**src/rtl/exe_pkg.sv**
```systemverilog
// Shared types and constants for the execution-unit sequencing controller.
package exe_pkg;

   localparam int unsigned M_DEFAULT = 4;
   localparam int unsigned N_DEFAULT = 2;
   localparam int unsigned STAT_W    = 2;
   localparam int unsigned CNT_W     = 8;
   localparam int unsigned LAT_W     = 3;

   localparam logic [STAT_W-1:0] STAT_OK = 2'b00;
   localparam logic [CNT_W-1:0]  CNT_MAX = 8'hFF;

   typedef enum logic [1:0] {
      ST_IDLE  = 2'b00,
      ST_ISSUE = 2'b01,
      ST_WAIT  = 2'b10,
      ST_RESP  = 2'b11
   } state_e;

   // Increment that sticks at the counter's maximum value.
   function automatic logic [CNT_W-1:0] sat_inc(input logic [CNT_W-1:0] v);
      return (v == CNT_MAX) ? v : v + CNT_W'(1);
   endfunction

endpackage

```
**src/rtl/exe_seq_ctrl.sv**
```systemverilog
// Single-command sequencer: accepts a host command, drives it to an execution unit,
// waits LAT clocks for the result and holds the response until the host takes it.
module exe_seq_ctrl
   import exe_pkg::*;
#(
   parameter int unsigned m   = M_DEFAULT,
   parameter int unsigned n   = N_DEFAULT,
   parameter int unsigned LAT = 1
) (
   input  logic              i_clk,
   input  logic              i_rst,
   input  logic              i_cmd_valid,
   output logic              o_cmd_ready,
   input  logic [n-1:0]      i_oper,
   input  logic [m-1:0]      i_argA,
   input  logic [m-1:0]      i_argB,
   output logic [n-1:0]      o_oper,
   output logic [m-1:0]      o_argA,
   output logic [m-1:0]      o_argB,
   input  logic [m-1:0]      i_result,
   input  logic [STAT_W-1:0] i_status,
   output logic              o_rsp_valid,
   input  logic              i_rsp_ready,
   output logic [m-1:0]      o_rsp_result,
   output logic [STAT_W-1:0] o_rsp_status,
   output logic [CNT_W-1:0]  o_cmd_cnt,
   output logic [CNT_W-1:0]  o_flag_cnt
);

   state_e           state_q;
   state_e           state_d;
   logic [LAT_W-1:0] lat_cnt_q;
   logic             accept_c;
   logic             issue_c;
   logic             capture_c;
   logic             retire_c;

   // State register.
   always_ff @(posedge i_clk) begin
      if (i_rst) begin
         state_q <= ST_IDLE;
      end else begin
         state_q <= state_d;
      end
   end

   // Next-state logic; unknown encodings fall back to IDLE.
   always_comb begin
      state_d = state_q;
      case (state_q)
         ST_IDLE:  if (i_cmd_valid) state_d = ST_ISSUE;
         ST_ISSUE: state_d = ST_WAIT;
         ST_WAIT:  if (lat_cnt_q == '0) state_d = ST_RESP;
         ST_RESP:  if (i_rsp_ready) state_d = ST_IDLE;
         default:  state_d = ST_IDLE;
      endcase
   end

   // Handshake and datapath strobes; ready is masked while reset is held.
   always_comb begin
      o_cmd_ready = 1'b0;
      accept_c    = 1'b0;
      issue_c     = 1'b0;
      capture_c   = 1'b0;
      retire_c    = 1'b0;
      case (state_q)
         ST_IDLE: begin
            o_cmd_ready = !i_rst;
            accept_c    = i_cmd_valid && !i_rst;
         end
         ST_ISSUE: issue_c   = 1'b1;
         ST_WAIT:  capture_c = (lat_cnt_q == '0);
         ST_RESP:  retire_c  = i_rsp_ready;
         default: ;
      endcase
   end

   // Command operands held toward the execution unit until the next acceptance.
   always_ff @(posedge i_clk) begin
      if (i_rst) begin
         o_oper <= '0;
         o_argA <= '0;
         o_argB <= '0;
      end else if (accept_c) begin
         o_oper <= i_oper;
         o_argA <= i_argA;
         o_argB <= i_argB;
      end
   end

   // Latency counter: loaded in ISSUE, counts down through WAIT.
   always_ff @(posedge i_clk) begin
      if (i_rst) begin
         lat_cnt_q <= '0;
      end else if (issue_c) begin
         lat_cnt_q <= LAT_W'(LAT - 1);
      end else if (state_q == ST_WAIT && lat_cnt_q != '0) begin
         lat_cnt_q <= lat_cnt_q - LAT_W'(1);
      end
   end

   // Response capture and hold until the host accepts it.
   always_ff @(posedge i_clk) begin
      if (i_rst) begin
         o_rsp_valid  <= 1'b0;
         o_rsp_result <= '0;
         o_rsp_status <= STAT_OK;
      end else if (capture_c) begin
         o_rsp_valid  <= 1'b1;
         o_rsp_result <= i_result;
         o_rsp_status <= i_status;
      end else if (retire_c) begin
         o_rsp_valid  <= 1'b0;
      end
   end

   // Completion counters: command count wraps, flagged-status count saturates.
   always_ff @(posedge i_clk) begin
      if (i_rst) begin
         o_cmd_cnt  <= '0;
         o_flag_cnt <= '0;
      end else if (retire_c) begin
         o_cmd_cnt <= o_cmd_cnt + CNT_W'(1);
         if (o_rsp_status != STAT_OK) begin
            o_flag_cnt <= sat_inc(o_flag_cnt);
         end
      end
   end

endmodule
```
**config.mk**
```make
export PLATFORM = sky130hd
export DESIGN_NAME = exe_seq_ctrl
export DESIGN_NICKNAME = d
export VERILOG_FILES = /design/src/rtl/exe_pkg.sv /design/src/rtl/exe_seq_ctrl.sv
export SDC_FILE = /design/constraint.sdc
export NUM_CORES = 1
export LEC_CHECK = 0
export CORE_MARGIN = 4
export CORE_UTILIZATION = 45
export CTS_BUF_LIST = sky130_fd_sc_hd__clkbuf_4
export DETAILED_ROUTE_END_ITERATION = 6
export PLACE_DENSITY = 0.83
export SYNTH_ARGS = -nofsm -noshare
export SYNTH_HDL_FRONTEND = slang
export SYNTH_SLANG_ARGS = --single-unit
```
**constraint.sdc**
```tcl
create_clock -name i_clk -period 4.23 [get_ports i_clk]
set_input_delay 0.846 -clock i_clk [delete_from_list [all_inputs] [get_ports i_clk]]
set_output_delay 0.846 -clock i_clk [all_outputs]
set_load 0.01 [all_outputs]
```
==> results.ini <==
[placement]
dp.cells=274
dpl.hpwl_um=2470
gp_congestion=0.736
port_buffers=53
place_area_um2=2260

[worst_setup_path]
critical_path_class=in2out
cp.arrival_ps=1970
cp_data_required_time_ps=3380
critical_path_peak_fanout=2
worst_setup_path_end_kind=output pin
worstSetupStartpointType=input port

[floorplan]
placementRows=22
floorplan.die.width_um=69.4
core_um2=3660
dieHeight_um=69.4
initial_core_util_pct=46.3
dieArea_um2=4810
ioPinCount=54

[clocking]
h-tree-depth=2
clk_pin_slew_ps=90
insertion_delay_ps=330
postCtsHoldBufs=0
cts_resized=0
cts_root_buffer=clkbuf_4
cts_setup_buffers=0
cts_buffer_depth=2
tritoncts=built
clock_sink_count=38
cts_buffers=5

[routing]
drtIter0Drc=78
drtPass1Iterations=2
avgViaCountPerCell=4.92
drcViolationCount=0
wl_um=3440
antenna_left=0
post_drt_wl_per_cell_um=12.2
vias=1382

[sta]
fin_crit_sh_pct=66.5
skew_ps=8.45
finalSetupViolations=0
hold_viol=0
worst_hold_slack_ps=480
grt_setup_unrepaired=no
tns_ps=0
tightestPinTransition_ps=552
max_freq_mhz=355
maxSlewHeadroom_pct=63.2
period_minus_slack_ps=2810
drv_slew=0

[finish]
areaGrowthSynthToFinish_pct=36.3
instances_no_fill=281
drive_above_1_share_pct=7.30
antennaDiodeCount=0
stdcell_area_um2=2310
layout.nets=261
n_fill_cell=319

[outcome]
outcome=finished clean

[synthesis]
syn-cell-area_um2=1690
synth_cell_types=37
synth_edf_count=0
ys_top_cells_by_count=dfxtp_1 (38), nor2_1 (23), nand2_1 (15), nand2b_1 (12), xor2_1 (11)
yosysSeqAreaShare_pct=44.9
avgSynthCellArea_um2=9.41
ys_ff_latch=38
ys_warn_count=0
synth.most_common_cell=dfxtp_1
synth_flop_cell=dfxtp_1
async_flop_share_pct=0
yosys-top-cells-area=dfxtp_1 (45%), ha_1 (5.9%), xor2_1 (5.7%)
synth_nets=208
synth_top_area_share_pct=44.9
yosysTopAreaCell=dfxtp_1
synthCells=180

[pwr]
power_per_cell_area_nw_per_um2=389
vdd_ir_drop_max_mv=0.285
p_total_mw=0.898
p_leak_nw=0.945

[grt]
antenna_found_initial=0
grt_overflow=0
grt_pass1_wl_um=5890
grt_max_degree=40
grt.total_usage_pct=15.0
grt_pass1_vias=1313

[worst_hold_path]
hold_path_class=reg2reg

[run]
maxCapViolCount=0

state kept, by name, indices dropped and copies added (netlist names):
| register | count |
|---|---|
| o_cmd_cnt | 8 |
| o_rsp_result | 4 |
| o_rsp_status | 2 |
| o_oper | 2 |
| state_q | 2 |
| o_argB | 4 |
| lat_cnt_q | 3 |
| o_argA | 4 |
| o_flag_cnt | 8 |
| o_rsp_valid | 1 |
cells by family (layout without fill, tap and decap cells):
family	count (synthesis)	in the layout	synth area share, %
mux	9	9	5.32
fa+ha+maj	8	8	5.91
buf+inv	14	67	3.47
compound gates	24	24	11.1
xor+xnor	13	13	6.72
simple gates	74	74	22.6
flops	38	38	44.9
worst max-delay path: stages:
cell and delay, ps:
clkdlybuf4s50_1 420, nor2b_1 150, clkdlybuf4s50_1 550
routing by layer:
layer	GRT usage, %	routed length (um)	vias up
met5	0	0	-
met4	7.16	62	0
met3	6.38	307	9
met2	21.7	1380	50
met1	19.0	1690	612
li1	-	-	711
cell type report:
type,count,area (um^2),share of cell area [%]
multi-input combinational,128,875,37.9
clock buffer,7,52.6,2.28
inverter,6,22.5,0.976
timing repair buffer,54,538,23.3
sequential,38,761,33.0
tap,48,60.1,2.60
per-stage QoR:
step	setup slack (ps)	utilization, %
5_1_grt	1370	63.1
2_1_floorplan	2340	-
6_report	1420	63.1
4_1_cts	1420	63.1
3_3_place_gp	1440	61.6
3_5_place_dp	1430	61.6
report_power, final:
| part | total [mW] | leakage, nW | switching [mW] | internal [mW] |
|---|---|---|---|---|
| clock | 0.184 | 0.0322 | 0.109 | 0.0756 |
| sequential | 0.437 | 0.309 | 0.0313 | 0.405 |
| combinational | 0.277 | 0.604 | 0.127 | 0.151 |
| total | 0.898 | 0.945 | 0.267 | 0.632 |
cells in the final DEF (no fill, tap or decap), types with 3 or more instances in the layout:
cell type        count
clkdlybuf4s50_1     53
and2_1               3
o21ai_0             10
inv_1                6
clkbuf_4             7
nand2_1             15
nand4_1              4
nand2b_1            12
and3_1               3
dfxtp_1             38
nor3_1               6
nor2_1              23
ha_1                 8
mux2i_1              9
xor2_1              11
final timing paths:
path	startpoint	end	slack, ps	cells past startpoint
max	i_rst	o_cmd_ready	1420	3
min	o_argA[3]	o_argA[3]	480	2
max reg2reg	state_q[0]	o_argB[3]	2570	5
min reg2reg	o_argA[3]	o_argA[3]	480	2
No activity file was read; power rests on OpenSTA's default activity.
